===== config.mk =====
export PLATFORM = sky130hd
export DESIGN_NAME = nvram_io
export DESIGN_NICKNAME = d
export VERILOG_FILES = /design/src/rtl/nvram_io.sv
export SDC_FILE = /design/constraint.sdc
export NUM_CORES = 1
export LEC_CHECK = 0
export CAP_MARGIN = 20
export CELL_PAD_IN_SITES_DETAIL_PLACEMENT = 2
export CELL_PAD_IN_SITES_GLOBAL_PLACEMENT = 2
export CORE_AREA = 4 4 96 98
export CTS_BUF_LIST = sky130_fd_sc_hd__clkbuf_16
export DETAILED_ROUTE_END_ITERATION = 12
export DIE_AREA = 0 0 100 102
export HOLD_SLACK_MARGIN = 0.08
export MAX_ROUTING_LAYER = met4
export PLACE_DENSITY_LB_ADDON = 0.1
export SYNTH_ARGS = -nofsm -noshare
export SYNTH_HDL_FRONTEND = slang
export SYNTH_SLANG_ARGS = --single-unit

===== constraint.sdc =====
create_clock -name clk_sys -period 1.95 [get_ports clk_sys]
set_clock_uncertainty 0.05 [all_clocks]
set_input_delay 0.2925 -clock clk_sys [delete_from_list [all_inputs] [get_ports clk_sys]]
set_output_delay 0.2925 -clock clk_sys [all_outputs]
set_load 0.01 [all_outputs]

===== src/rtl/nvram_io.sv =====
// nvram_io: moves the battery/NVRAM save RAM to and from the HPS ioctl channel.
// An upload reads the RAM out to the HPS over ioctl_rd/ioctl_din. A download
// writes HPS data into the RAM over ioctl_wr/ioctl_dout. While a session is
// open the game CPU is paused, and ioctl_wait stalls the HPS during settling
// and during each read.
// Optional feature macro: NVRAM_DIRTY_EN. When it is defined, a game-side
// write sets the dirty flag and a completed upload clears it. When it is not
// defined, dirty is held at 0 and game_we is ignored.
//
// Handshake: the HPS may issue an ioctl_rd/ioctl_wr strobe only while
// ioctl_wait is low. Each strobe is a single-cycle request and is never
// back-pressured once accepted. Writes complete in the strobe cycle. Read data
// is valid on ioctl_din when ioctl_wait falls again.
// dbg_state exposes the FSM state so that checkers can observe it.
module nvram_io #(
    parameter int          AW     = 10,
    parameter logic [7:0]  INDEX  = 8'd4,
    parameter int          SETTLE = 4
) (
    input  logic          clk_sys,
    input  logic          reset,
    input  logic          ioctl_upload,
    input  logic          ioctl_download,
    input  logic [7:0]    ioctl_index,
    input  logic [24:0]   ioctl_addr,
    input  logic          ioctl_rd,
    input  logic          ioctl_wr,
    input  logic [7:0]    ioctl_dout,
    output logic [7:0]    ioctl_din,
    output logic          ioctl_wait,
    output logic [AW-1:0] ram_addr,
    output logic          ram_we,
    output logic [7:0]    ram_d,
    input  logic [7:0]    ram_q,
    output logic          pause_cpu,
    output logic          busy,
    input  logic          game_we,
    output logic          dirty,
    output logic [2:0]    dbg_state
);

    typedef enum logic [2:0] {
        S_IDLE   = 3'd0,
        S_SETTLE = 3'd1,
        S_READY  = 3'd2,
        S_FETCH  = 3'd3,
        S_LATCH  = 3'd4
    } state_t;

    localparam int CW = (SETTLE > 1) ? $clog2(SETTLE) : 1;
    localparam logic [CW-1:0] CNT_INIT = CW'(SETTLE - 1);

    state_t        state_q, state_d;
    logic [CW-1:0] cnt_q, cnt_d;
    logic          dir_q, dir_d;
    logic          oor_q, oor_d;
    logic [7:0]    din_q, din_d;
    logic          wait_q, wait_d;
    logic [AW-1:0] addr_q, addr_d;
    logic          we_q, we_d;
    logic [7:0]    wdat_q, wdat_d;
    logic          pause_q, pause_d;
    logic          busy_q, busy_d;
    logic          dirty_q, dirty_d;

    logic sess;
    logic addr_oor;
    logic upload_done;

    // A session is open only while the HPS targets this block's index.
    assign sess     = (ioctl_upload | ioctl_download) & (ioctl_index == INDEX);
    assign addr_oor = |ioctl_addr[24:AW];

    // Next-state, transfer and output logic.
    always_comb begin
        state_d     = state_q;
        cnt_d       = cnt_q;
        dir_d       = dir_q;
        oor_d       = oor_q;
        din_d       = din_q;
        wait_d      = wait_q;
        addr_d      = addr_q;
        we_d        = 1'b0;
        wdat_d      = wdat_q;
        pause_d     = pause_q;
        upload_done = 1'b0;

        case (state_q)
            S_IDLE: begin
                if (sess) begin
                    state_d = S_SETTLE;
                    pause_d = 1'b1;
                    wait_d  = 1'b1;
                    cnt_d   = CNT_INIT;
                    dir_d   = ioctl_upload;
                end
            end
            S_SETTLE: begin
                if (!sess) begin
                    // An abandoned session before READY releases everything.
                    state_d = S_IDLE;
                    pause_d = 1'b0;
                    wait_d  = 1'b0;
                end else if (cnt_q == '0) begin
                    state_d = S_READY;
                    wait_d  = 1'b0;
                end else begin
                    cnt_d = cnt_q - 1'b1;
                end
            end
            S_READY: begin
                if (!sess) begin
                    state_d     = S_IDLE;
                    pause_d     = 1'b0;
                    upload_done = dir_q;
                end else if (dir_q && ioctl_rd) begin
                    state_d = S_FETCH;
                    wait_d  = 1'b1;
                    oor_d   = addr_oor;
                    // An out-of-range read leaves the RAM address alone
                    // so that it never wraps onto a real location.
                    if (!addr_oor) begin
                        addr_d = ioctl_addr[AW-1:0];
                    end
                end else if (!dir_q && ioctl_wr && !addr_oor) begin
                    we_d   = 1'b1;
                    addr_d = ioctl_addr[AW-1:0];
                    wdat_d = ioctl_dout;
                end
            end
            S_FETCH: begin
                // The RAM output register is filled at the end of this cycle.
                state_d = S_LATCH;
            end
            S_LATCH: begin
                din_d  = oor_q ? 8'hFF : ram_q;
                wait_d = 1'b0;
                if (sess) begin
                    state_d = S_READY;
                end else begin
                    state_d     = S_IDLE;
                    pause_d     = 1'b0;
                    upload_done = dir_q;
                end
            end
            default: begin
                state_d = S_IDLE;
                pause_d = 1'b0;
                wait_d  = 1'b0;
            end
        endcase

        busy_d = (state_d != S_IDLE);
    end

`ifdef NVRAM_DIRTY_EN
    // Dirty tracking: a game write sets the flag, and a finished upload clears it. Set wins.
    always_comb begin
        dirty_d = dirty_q;
        if (game_we && !pause_q) begin
            dirty_d = 1'b1;
        end else if (upload_done) begin
            dirty_d = 1'b0;
        end
    end
`else
    logic unused_game_we;
    logic unused_upload_done;
    assign unused_game_we     = game_we;
    assign unused_upload_done = upload_done;

    // Dirty tracking is disabled in this build.
    always_comb begin
        dirty_d = 1'b0;
    end
`endif

    // State and registered outputs, asynchronously cleared.
    always_ff @(posedge clk_sys or posedge reset) begin
        if (reset) begin
            state_q <= S_IDLE;
            cnt_q   <= '0;
            dir_q   <= 1'b0;
            oor_q   <= 1'b0;
            din_q   <= 8'h00;
            wait_q  <= 1'b0;
            addr_q  <= '0;
            we_q    <= 1'b0;
            wdat_q  <= 8'h00;
            pause_q <= 1'b0;
            busy_q  <= 1'b0;
            dirty_q <= 1'b0;
        end else begin
            state_q <= state_d;
            cnt_q   <= cnt_d;
            dir_q   <= dir_d;
            oor_q   <= oor_d;
            din_q   <= din_d;
            wait_q  <= wait_d;
            addr_q  <= addr_d;
            we_q    <= we_d;
            wdat_q  <= wdat_d;
            pause_q <= pause_d;
            busy_q  <= busy_d;
            dirty_q <= dirty_d;
        end
    end

    assign ioctl_din  = din_q;
    assign ioctl_wait = wait_q;
    assign ram_addr   = addr_q;
    assign ram_we     = we_q;
    assign ram_d      = wdat_q;
    assign pause_cpu  = pause_q;
    assign busy       = busy_q;
    assign dirty      = dirty_q;
    assign dbg_state  = state_q;

endmodule


==> flow_summary.toml, run 1 <==
[drt]
drc = 0
ant_nets = 0
wl_per_cell_um = 15.8
drtIter0Drc = 40
drt_first_pass_iters = 3
vias_per_cell = 4.22
vias = 1547
routed_wl_mm = 5.78

[clocking]
clockBufferDepth = 2
clk_pin_slew_ps = 60
clk_latency_ps = 280
tritoncts = "built"
clock-sinks = 37
cts_buffers = 5
cts_max_level = 2
cts_root_buffer = "clkbuf_16"

[power]
ir_drop_mv = 0.471
p_per_area_nw_per_um2 = 645
leakagePower_uw = 0.00135
power.total_uw = 2050

[place]
dp.cells = 351
port_buffers = 87
place_area_um2 = 2800
hpwl_mm = 4.09
gp_congestion = 0.670

[synth]
ys_top_cells_by_area = "dfrtp_1 57%, mux2_2 14%, nor2_1 5.5%"
synth_top_area_frac = 0.566
synth-warning-count = 0
netlist_instances = 145
syn_avg_cell_area_um2 = 11.3
syn-cell-area_um2 = 1640
ys_types = 31
ys_seq_area_frac = 0.566
synth_nets = 202
synth_largest_area_cell = "dfrtp_1"
synth_seq_cells = 37

[layout]
area_growth_pct = 94.3
layout.cells.most_common = "clkdlybuf4s50_1"
diodes = 0
design_area_um2 = 3180
nFillCells = 902
drive_above_1_share = 0.282
finalNetCount = 315
layout_common_cells = "78 x clkdlybuf4s50_1, 37 x dfrtp_1, 24 x nor2_1"
finalNonFillerCells = 367

[global_route]
grt_max_degree = 18
grt_pass1_wl_mm = 8.88
grt_antenna_before_repair = 0
grt_pass1_vias = 1705
overflow = 0
track_usage = 0.114

[die]
start_util = 0.193
dieWidth_um = 100
die_y_um = 102
die_area_um2 = 10200
ios = 90
core-area_um2 = 8470
num_rows = 34

[critical_path]
rrSetupSlack_ps = 60
cp.arrival_ps = 2270
crit_path_start_kind = "primary input"
regToRegEndpoint = "ram_addr[9]"
r2r_start = "dir_q"
critPathKind = "primary input to flip-flop"
crit_fanout = 5
end_kind = "flip-flop"
cp_data_required_time_ps = 2060
reg2regPathDepth = 5

[flow_run]
maxCapViolCount = 0

[status]
status = "finished, violations left"
violations = "negative setup slack"

[timing]
tns_ps = -3330
finalCritPeriodShare = 1.11
min_period_ps = 2160
rsz0062_at_grt = "true"
setup_ws_ps = -210
drv_slew = 0
hold_viol = 0
fmax_ghz = 0.463
setup_viol = 20

[worst_hold_path]
holdCritPathClass = "primary input to asynchronous set/reset pin"
-- worst max-delay path by stage --
stage	cells past startpoint	startpoint	slack [ps]	endpoint
detailed placement	6	ioctl_index[1]	-820	oor_q
global placement	6	ioctl_index[1]	-770	oor_q
floorplan	5	ioctl_index[1]	-450	ram_addr[0]
global route	8	ioctl_index[6]	-260	ram_addr[5]
finish	8	ioctl_index[6]	-210	ram_addr[9]
CTS	6	ioctl_index[5]	-320	ram_addr[1]
-- stage by stage --
stage | hold slack, ps | utilization | setup WS, ps
after floorplan | 391 | - | -448
after global placement | 435 | 0.331 | -771
after detailed placement | 437 | 0.331 | -824
after CTS | 249 | 0.369 | -318
after global routing | 285 | 0.375 | -259
final | 239 | 0.375 | -210
-- registers in the layout, summed over array words and instances, names as in the netlist --
signal / count
ioctl_din: 8
pause_cpu: 1
oor_q: 1
dbg_state: 3
busy: 1
ram_addr: 10
ram_d: 8
dir_q: 1
ioctl_wait: 1
cnt_q: 2
ram_we: 1
-- synth_stat cells, drive strengths merged --
cell / n
a21oi: 15
dfrtp: 37
nor4: 8
clkbuf: 5
a31oi: 2
or4b: 1
a2111oi: 1
nand2b: 1
a21o: 1
conb: 1
nor2b: 1
buf: 3
or3: 1
o21ai: 2
nor3: 4
or2: 1
ha: 1
and2: 1
or4: 1
nand3: 1
nand2: 5
nand3b: 1
nand4: 1
nor2: 24
or2b: 1
a211o: 1
inv: 4
mux2: 20
-- logic make-up after synthesis --
family	Yosys count	share of synthesized area
buffers and inverters	12	0.0344
other	1	0.00229
adders and majority gates	1	0.00765
DFF	37	0.566
AOI/OAI and AO/OA	22	0.0865
and+or+nand+nor	52	0.165
muxes	20	0.138
-- layer usage --
layer,up-vias,global-route usage,share of wire
li1,729,-,-
met1,766,0.142,0.44
met2,50,0.186,0.49
met3,2,0.0307,0.067
met4,0,0.0249,0.0054
met5,-,-,0
-- power breakdown --
| part | switching [µW] | internal, µW |
|---|---|---|
| Sequential | 7.13 | 778 |
| Clock | 330 | 738 |
| Combinational | 69.4 | 128 |
| Total | 407 | 1640 |
-- repair_timing --
item	in CTS	in global routing
pin swaps	7	7
endpoints found under the setup margin	25	23
resized for setup	44	11
gates cloned	1	1
endpoints found under the hold margin	0	0
hold buffers	0	0
buffers inserted	2	7
-- critical path, cell delays in order --
cell and delay [ps]:
buf_6 90, or4_4 520, or3_4 410, buf_6 130, a2111oi_4 210, buf_4 180, clkbuf_16 140, mux2_4 290
-- cell type report --
| class | instances | area [µm²] | area share |
|---|---|---|---|
| tap | 108 | 135 | 0.0425 |
| sequential | 37 | 926 | 0.291 |
| multi-input combinational | 96 | 788 | 0.248 |
| inverter | 4 | 15.0 | 0.00472 |
| clock inverter | 3 | 68.8 | 0.0217 |
| clock buffer | 5 | 125 | 0.0394 |
| timing repair buffer | 114 | 1120 | 0.352 |
Note: power is estimated with default switching activity, not from simulation.
==> run 2, diff against run 1 <==
--- a/config.mk
+++ b/config.mk
@@ -12,6 +12,7 @@
 export CTS_BUF_LIST = sky130_fd_sc_hd__clkbuf_16
 export DETAILED_ROUTE_END_ITERATION = 12
 export DIE_AREA = 0 0 100 102
+export GPL_ROUTABILITY_DRIVEN = 0
 export HOLD_SLACK_MARGIN = 0.08
 export MAX_ROUTING_LAYER = met4
 export PLACE_DENSITY_LB_ADDON = 0.1
==> results of run 2 <==
Same layout as run 1: the final DEF is identical, and so are final timing and power.
